`config.mk`:
```
export PLATFORM = sky130hd
export DESIGN_NAME = hop_latency_chan
export DESIGN_NICKNAME = d
export VERILOG_FILES = /design/src/rtl/hop_latency_checker.sv
export SDC_FILE = /design/constraint.sdc
export NUM_CORES = 1
export LEC_CHECK = 0
export CORE_ASPECT_RATIO = 1.75
export CORE_MARGIN = 2
export CORE_UTILIZATION = 53
export CTS_CLUSTER_SIZE = 24
export DETAILED_ROUTE_END_ITERATION = 10
export GPL_TIMING_DRIVEN = 0
export PLACE_DENSITY = 0.8
export SYNTH_ARGS = -nofsm -noshare
export SYNTH_HDL_FRONTEND = slang
export SYNTH_SLANG_ARGS = --single-unit
export TNS_END_PERCENT = 20
```
`constraint.sdc`:
```
create_clock -name clock0 -period 3.8 [get_ports clock0]
set_clock_uncertainty 0.2 [all_clocks]
set_input_delay 0.38 -clock clock0 [delete_from_list [all_inputs] [get_ports clock0]]
set_output_delay 0.38 -clock clock0 [all_outputs]
set_load 0.02 [all_outputs]
```
`src/rtl/hop_latency_checker.sv`:
```
// Launch-to-arrival latency checker for the two 8-hop flop chains.
// One hop_latency_chan per chain; the top only fans signals in and out
// and merges the per-chain status flags.

// Per-chain checker: edge detect, IDLE/WAIT FSM, latency counter,
// saturating pass/fail counters and sticky flags.
module hop_latency_chan #(
  parameter int EXP_LAT = 9,
  parameter int TIMEOUT = 15,
  parameter int CNT_W   = 16
) (
  input  logic             clock0,
  input  logic             rst1,
  input  logic             clr,
  input  logic             i_start,
  input  logic             i_arr,
  output logic [CNT_W-1:0] o_pass,
  output logic [CNT_W-1:0] o_fail,
  output logic [4:0]       o_lat,
  output logic             o_busy,
  output logic             o_done,
  output logic             o_err,
  output logic             o_ovl
);
  typedef enum logic {S_IDLE, S_WAIT} state_t;

  localparam logic [4:0] EXP5 = 5'(EXP_LAT);
  localparam logic [4:0] TO5  = 5'(TIMEOUT);

  state_t           r_state, w_nxt_state;
  logic             r_start_q, r_arr_q;
  logic [4:0]       r_cnt, w_cnt_nxt, w_cnt_inc;
  logic [4:0]       r_lat, w_lat_nxt;
  logic [CNT_W-1:0] r_pass, r_fail;
  logic             r_done, r_err, r_ovl;
  logic             w_launch, w_arrival;
  logic             w_pass_inc, w_fail_inc, w_resolve, w_ovl_set;

  assign w_launch  = i_start & ~r_start_q;
  assign w_arrival = i_arr & ~r_arr_q;
  assign w_cnt_inc = (r_cnt == 5'd31) ? 5'd31 : r_cnt + 5'd1;

  // Edge registers: only rst1 clears them, so clr never fabricates an edge
  // from a level that was already high.
  always_ff @(posedge clock0 or posedge rst1) begin
    if (rst1) begin
      r_start_q <= 1'b0;
      r_arr_q   <= 1'b0;
    end else begin
      r_start_q <= i_start;
      r_arr_q   <= i_arr;
    end
  end

  // FSM state register.
  always_ff @(posedge clock0 or posedge rst1) begin
    if (rst1)     r_state <= S_IDLE;
    else if (clr) r_state <= S_IDLE;
    else          r_state <= w_nxt_state;
  end

  // Next-state and event decode; arrival wins over timeout and relaunch.
  always_comb begin
    w_nxt_state = r_state;
    w_cnt_nxt   = r_cnt;
    w_lat_nxt   = r_lat;
    w_pass_inc  = 1'b0;
    w_fail_inc  = 1'b0;
    w_resolve   = 1'b0;
    w_ovl_set   = 1'b0;
    case (r_state)
      S_IDLE: begin
        if (w_arrival) w_fail_inc = 1'b1;
        if (w_launch) begin
          w_cnt_nxt   = 5'd0;
          w_nxt_state = S_WAIT;
        end
      end
      S_WAIT: begin
        w_cnt_nxt = w_cnt_inc;
        if (w_launch) w_ovl_set = 1'b1;
        if (w_arrival) begin
          w_lat_nxt   = w_cnt_inc;
          w_pass_inc  = (w_cnt_inc == EXP5);
          w_fail_inc  = (w_cnt_inc != EXP5);
          w_resolve   = 1'b1;
          w_nxt_state = S_IDLE;
        end else if (w_cnt_inc == TO5) begin
          w_lat_nxt   = 5'd31;
          w_fail_inc  = 1'b1;
          w_resolve   = 1'b1;
          w_nxt_state = S_IDLE;
        end
      end
      default: w_nxt_state = S_IDLE;
    endcase
  end

  // Datapath: cycle counter, latency, saturating counters, flags.
  always_ff @(posedge clock0 or posedge rst1) begin
    if (rst1) begin
      r_cnt  <= '0;
      r_lat  <= '0;
      r_pass <= '0;
      r_fail <= '0;
      r_done <= 1'b0;
      r_err  <= 1'b0;
      r_ovl  <= 1'b0;
    end else if (clr) begin
      r_cnt  <= '0;
      r_lat  <= '0;
      r_pass <= '0;
      r_fail <= '0;
      r_done <= 1'b0;
      r_err  <= 1'b0;
      r_ovl  <= 1'b0;
    end else begin
      r_cnt  <= w_cnt_nxt;
      r_lat  <= w_lat_nxt;
      r_done <= w_resolve;
      if (w_pass_inc && !(&r_pass)) r_pass <= r_pass + 1'b1;
      if (w_fail_inc && !(&r_fail)) r_fail <= r_fail + 1'b1;
      if (w_fail_inc) r_err <= 1'b1;
      if (w_ovl_set)  r_ovl <= 1'b1;
    end
  end

  assign o_pass = r_pass;
  assign o_fail = r_fail;
  assign o_lat  = r_lat;
  assign o_busy = (r_state == S_WAIT);
  assign o_done = r_done;
  assign o_err  = r_err;
  assign o_ovl  = r_ovl;
endmodule


```
After elaboration in Yosys (flattened, before gate mapping)
Index checks and enable logic that the tools add are counted.
{"block": "word_totals", "ff_bits": 48, "inputBits": 5, "output_inout_bits": 41, "elab_cells": 67}
{"block": "classes", "addsub": 3, "eq_ne": 5, "muxes": 31, "bitwise": 5, "n_reduce_logical": 13}
{"cell": "16-bit two-way mux", "count": 4}
{"cell": "5-bit two-way mux", "count": 7}
{"cell": "16-bit by 1-bit adder with 16-bit output, second input constant", "count": 2}
{"cell": "16-bit AND reduction", "count": 2}
{"cell": "1-bit two-way mux", "count": 17}
{"cell": "5-bit by 4-bit == test with 1-bit output, second input constant", "count": 2}
{"cell": "5-bit one-hot mux with 2 select lines", "count": 1}
{"cell": "2-bit nonzero test", "count": 5}
{"cell": "5-bit by 1-bit adder with 5-bit output, second input constant", "count": 1}
{"cell": "5-bit == test, second input constant", "count": 1}
{"cell": "5-bit by 4-bit != test with 1-bit output, second input constant", "count": 1}
{"cell": "1-bit one-hot mux with 2 select lines", "count": 2}
{"cell": "3-bit != test, second input constant", "count": 1}
{"cell": "1-bit NOT", "count": 3}
{"cell": "3-bit nonzero test", "count": 1}
{"cell": "1-bit AND", "count": 2}
{"cell": "1-bit logical AND", "count": 2}
{"cell": "1-bit zero test", "count": 2}
{"cell": "2-bit AND reduction", "count": 1}

Logic depth before layout (Yosys ltp)
{"block": "depth", "ltp_word": 9, "depth_mapped": 10, "depth_no_buf": 7}

Worst setup path after synthesis
OpenSTA, ideal clock, no wires.
{"block": "synth_path", "kind": "register to register", "startpoint": "reg r_cnt[1]", "endpoint": "reg r_fail[8], in the netlist o_fail[8]", "t_arrival_ps": 2344, "required_ps": 3473, "slack_ps": 1129, "path_stages_with_launch": 9, "n_path_buf": 1, "cell_sequence": "dfrtp_1 ha_1 buf_6 xnor2_1 or4b_4 o31ai_4 a21boi_2 and4_1 mux2_1"}
{"block": "synth_via", "elab_chain_len": 8, "word_cells_on_any_way": 10}
{"element": "start, declared", "line": "32", "text": "logic [4:0] r_cnt, w_cnt_nxt, w_cnt_inc;"}
{"element": "start signal, assigned", "line": "118", "text": "r_cnt <= w_cnt_nxt;"}
{"element": "5-bit by 1-bit adder with 5-bit output or 5-bit == test (tied branches)", "line": "41", "text": "assign w_cnt_inc = (r_cnt == 5'd31) ? 5'd31 : r_cnt + 5'd1;"}
{"element": "5-bit two-way mux (*)", "line": "41"}
{"element": "5-bit by 4-bit == test with 1-bit output", "line": "88", "text": "end else if (w_cnt_inc == TO5) begin"}
{"element": "1-bit two-way mux", "line": "88"}
{"element": "1-bit two-way mux (*)", "line": "82", "text": "if (w_arrival) begin"}
{"element": "1-bit one-hot mux with 2 select lines (*)", "line": "71", "text": "case (r_state)"}
{"element": "1-bit logical AND (*)", "line": "122", "text": "if (w_fail_inc && !(&r_fail)) r_fail <= r_fail + 1'b1;"}
{"element": "2-bit nonzero test (no source line) (*)"}
{"element": "end signal, assigned", "line": "122"}
{"element": "end, declared", "line": "34", "text": "logic [CNT_W-1:0] r_pass, r_fail;"}
Mark *: on every way between the ends. The rest lies on a longest branch, timed or not.
A chain may end at the register's enable or synchronous reset.

Final worst setup path
Ends and elaborated chain as after synthesis.

==> impl_metrics.csv <==
group,metric,value,unit
placed_design,gp_congestion,0.834,
sta,fin_crit,2.96,ns
synth,syn_area_per_cell,9.44,um^2
cts,clkLatencyLatePin,0.30,ns
cts,holdBufCountCts,0,
drt,ant_nets,0,
critical_path,worstSetupPathType,"flip-flop to flip-flop",
synth,synth_top_cell_by_area,"dfrtp_1",
synth,synth_area_leaders,"dfrtp_1 45%, a21oi_1 5.8%, o31ai_1 3.7%",
synth,seq_area_frac_synth,45.3,%
synth,yosys_warnings,0,
drt,drc,0,
power,leakagePower,1.26,nW
critical_path,crit_path_end_kind,"flip-flop",
sta,setup_viol_count_final,0,
synth,synth-edff-count,0,
grt,grtUsageTotal,22.9,%
final_layout,nNetsFinal,341,
cts,cts_max_path_buffers,2,
floorplan,die-area,5610,um^2
sta,whs,0.0904,ns
placed_design,dp_hpwl,4550,um
final_layout,final_cells,388,
floorplan,die_y,97.6,um
cts,cts_made_buffers,5,
placed_design,dp.cells,380,
grt,grt_pass1_wl,10400,um
drt,first_iter_violations,85,
sta,slew_headroom,54.0,%
power,peakVddDrop,0.263,mV
drt,dr_total_vias,2402,
placed_design,place_area,3180,um^2
final_layout,n_antenna_cell,0,
power,powerDensity,279,nW/um^2
outcome,outcome,"completed",
synth,syn-instance-count,281,
drt,wl_per_cell,16.1,um
critical_path,cp_data_required_time,3.79,ns
final_layout,multi_input_area,1340,um^2
cts,post_cts_buffers,0,
cts,clkSinkCount,48,
drt,drtPass1Iterations,4,
cts,clkTransAtPathRegs,0.09,ns
placed_design,numPortBuffers,44,
synth,async_flop_share,100,%
synth,synth_top_area_share,45.3,%
critical_path,arrival,2.95,ns
min_path,worstHoldPathType,"input port to async pin",
sta,fin_crit_sh,77.9,%
final_layout,area_delta_synth_final,23.4,%
sta,timing_hold_violations_final,0,
floorplan,row_count,34,
sta,setup_tns,0,ns
final_layout,register_area,1200,um^2
synth,synth_top_flop_cell,"dfrtp_1",
floorplan,num_io_pins,46,
grt,grt_max_degree,42,
sta,final_max_slew_viol_count,0,
cts,cts_resized,0,
drt,via_per_inst,6.19,
grt,grt_pass1_vias,2281,
floorplan,core_area,4890,um^2
final_layout,final_area,3280,um^2
synth,yosysMostFrequentCell,"dfrtp_1",
job,max_cap_viol_count,0,
floorplan,initial_utilization,54.2,%
synth,ys_ff_latch,48,
critical_path,worst_setup_path_start_kind,"flip-flop",
critical_path,crit_path_max_fanout,8,
cts,cts_max_level,2,
grt,antenna_found_initial,0,
final_layout,drive_above_1_share,7.49,%
sta,rsz0062_at_grt,"no",
cts,cts-root-buf,"clkbuf_8",
drt,totalWireLength,6260,um
final_layout,nFillCells,404,
cts,cts_tree,"built",
synth,synthTopCellsByCount,"48 x dfrtp_1, 31 x a21oi_1, 21 x nand2_1",
sta,worst_slew_pin_slew,0.685,ns
grt,overflow,0,
synth,synthesis.area,2650,um^2
sta,clock.fmax,338,MHz
synth,synth.distinct_cells,55,
floorplan,die_w,57.5,um
synth,synth_nets,289,
==> stage by stage <==
stage | setup slack [ns] | total power [mW] | util, %
after detailed placement | 0.730 | 0.609 | 65.0
final | 0.839 | 0.915 | 67.0
after global placement | 0.796 | 0.606 | 64.6
after floorplan | 1.13 | 0.579 | -
after global routing | 0.662 | 0.946 | 67.0
after CTS | 0.836 | 0.924 | 67.0
==> logic make-up (layout without fill, tap and decap cells) <==
logic type | Yosys count | count (layout) | synth area share [%]
AOI/OAI and AO/OA | 79 | 79 | 19.8
buffers and inverters | 24 | 77 | 4.10
and+or+nand+nor | 118 | 118 | 25.9
xor gates and xnor gates | 3 | 3 | 0.990
adders and majority gates | 3 | 3 | 1.41
muxes | 6 | 6 | 2.50
DFF | 48 | 48 | 45.3
==> layout make-up <==
type | instances | area share (%)
Sequential cell | 48 | 36.7
Multi-Input combinational cell | 209 | 41.0
Clock inverter | 1 | 0.229
Timing Repair Buffer | 45 | 14.1
Tap cell | 54 | 2.06
Clock buffer | 7 | 2.64
Inverter | 9 | 1.03
Buffer | 15 | 2.29
==> cell usage in the layout, fill, tap and decap left out, types with 2 or more instances in the layout <==
| cell type | Yosys | routed |
|---|---|---|
| a21oi_1 | 31 | 31 |
| or4b_1 | 2 | 2 |
| mux2_1 | 5 | 5 |
| a21o_1 | 2 | 2 |
| nand2b_1 | 2 | 2 |
| nand3_1 | 15 | 15 |
| nor3b_1 | 2 | 2 |
| and2_1 | 2 | 2 |
| clkbuf_8 | 0 | 6 |
| or3_1 | 6 | 6 |
| buf_4 | 2 | 2 |
| and4_1 | 3 | 3 |
| and3_1 | 6 | 6 |
| nor2b_1 | 7 | 7 |
| o41ai_1 | 4 | 4 |
| nand4_1 | 7 | 7 |
| inv_1 | 9 | 8 |
| nor2_1 | 18 | 18 |
| nor3_1 | 4 | 4 |
| o21ai_0 | 8 | 8 |
| dfrtp_1 | 48 | 48 |
| buf_2 | 3 | 3 |
| a31oi_1 | 2 | 2 |
| ha_1 | 3 | 3 |
| a31o_1 | 2 | 2 |
| xnor2_1 | 2 | 2 |
| o31ai_1 | 13 | 13 |
| clkbuf_1 | 8 | 9 |
| o21ai_1 | 4 | 4 |
| clkdlybuf4s50_1 | 0 | 44 |
| or4_1 | 12 | 12 |
| nor4_1 | 4 | 4 |
| nand2_1 | 21 | 21 |
==> registers in the layout, indices dropped and copies added (netlist names) <==
register	count
r_start_q	1
o_err	1
o_ovl	1
o_lat	5
o_busy	1
r_cnt	5
o_fail	16
r_arr_q	1
o_done	1
o_pass	16
==> per-layer routing <==
metal / part of all wire (%) / track usage, % / wire [um] / vias to the layer above
met3: 4.3 / 2.80 / 267 / 11
li1: - / - / - / 1158
met4: 2.3 / 9.84 / 144 / 0
met5: 0 / 0 / 0 / -
met2: 53 / 39.4 / 3320 / 74
met1: 40 / 28.1 / 2530 / 1159
==> worst max-delay path: stages (launching register included) <==
cell	delay [ns]
dfrtp_1	0.43
ha_1	0.21
buf_6	0.14
xnor2_1	0.14
or4b_4	0.52
o31ai_4	0.27
a21boi_2	0.36
and4_1	0.26
mux2_1	0.32
==> power breakdown <==
group | leakage, nW | switching (mW) | internal [mW] | total, mW
clock network | 0.0445 | 0.168 | 0.148 | 0.317
registers | 0.662 | 0.00410 | 0.517 | 0.521
logic | 0.553 | 0.0515 | 0.0259 | 0.0774
total | 1.26 | 0.224 | 0.691 | 0.915
==> worst paths after layout <==
path                            cells after the start  slack, ns    endpoint     start
worst max-delay path                                8       0.84   o_fail[8]  r_cnt[1]
worst min-delay path                                2       0.09  o_pass[11]      rst1
worst max register to register                      8       0.84   o_fail[8]  r_cnt[1]
worst min register to register                      2       0.30       o_err     o_err
max in group asynchronous                           3       2.84    r_cnt[2]      rst1
min in group clock0                                 2       0.30       o_err     o_err
Note: power is estimated with default switching activity, not from simulation.
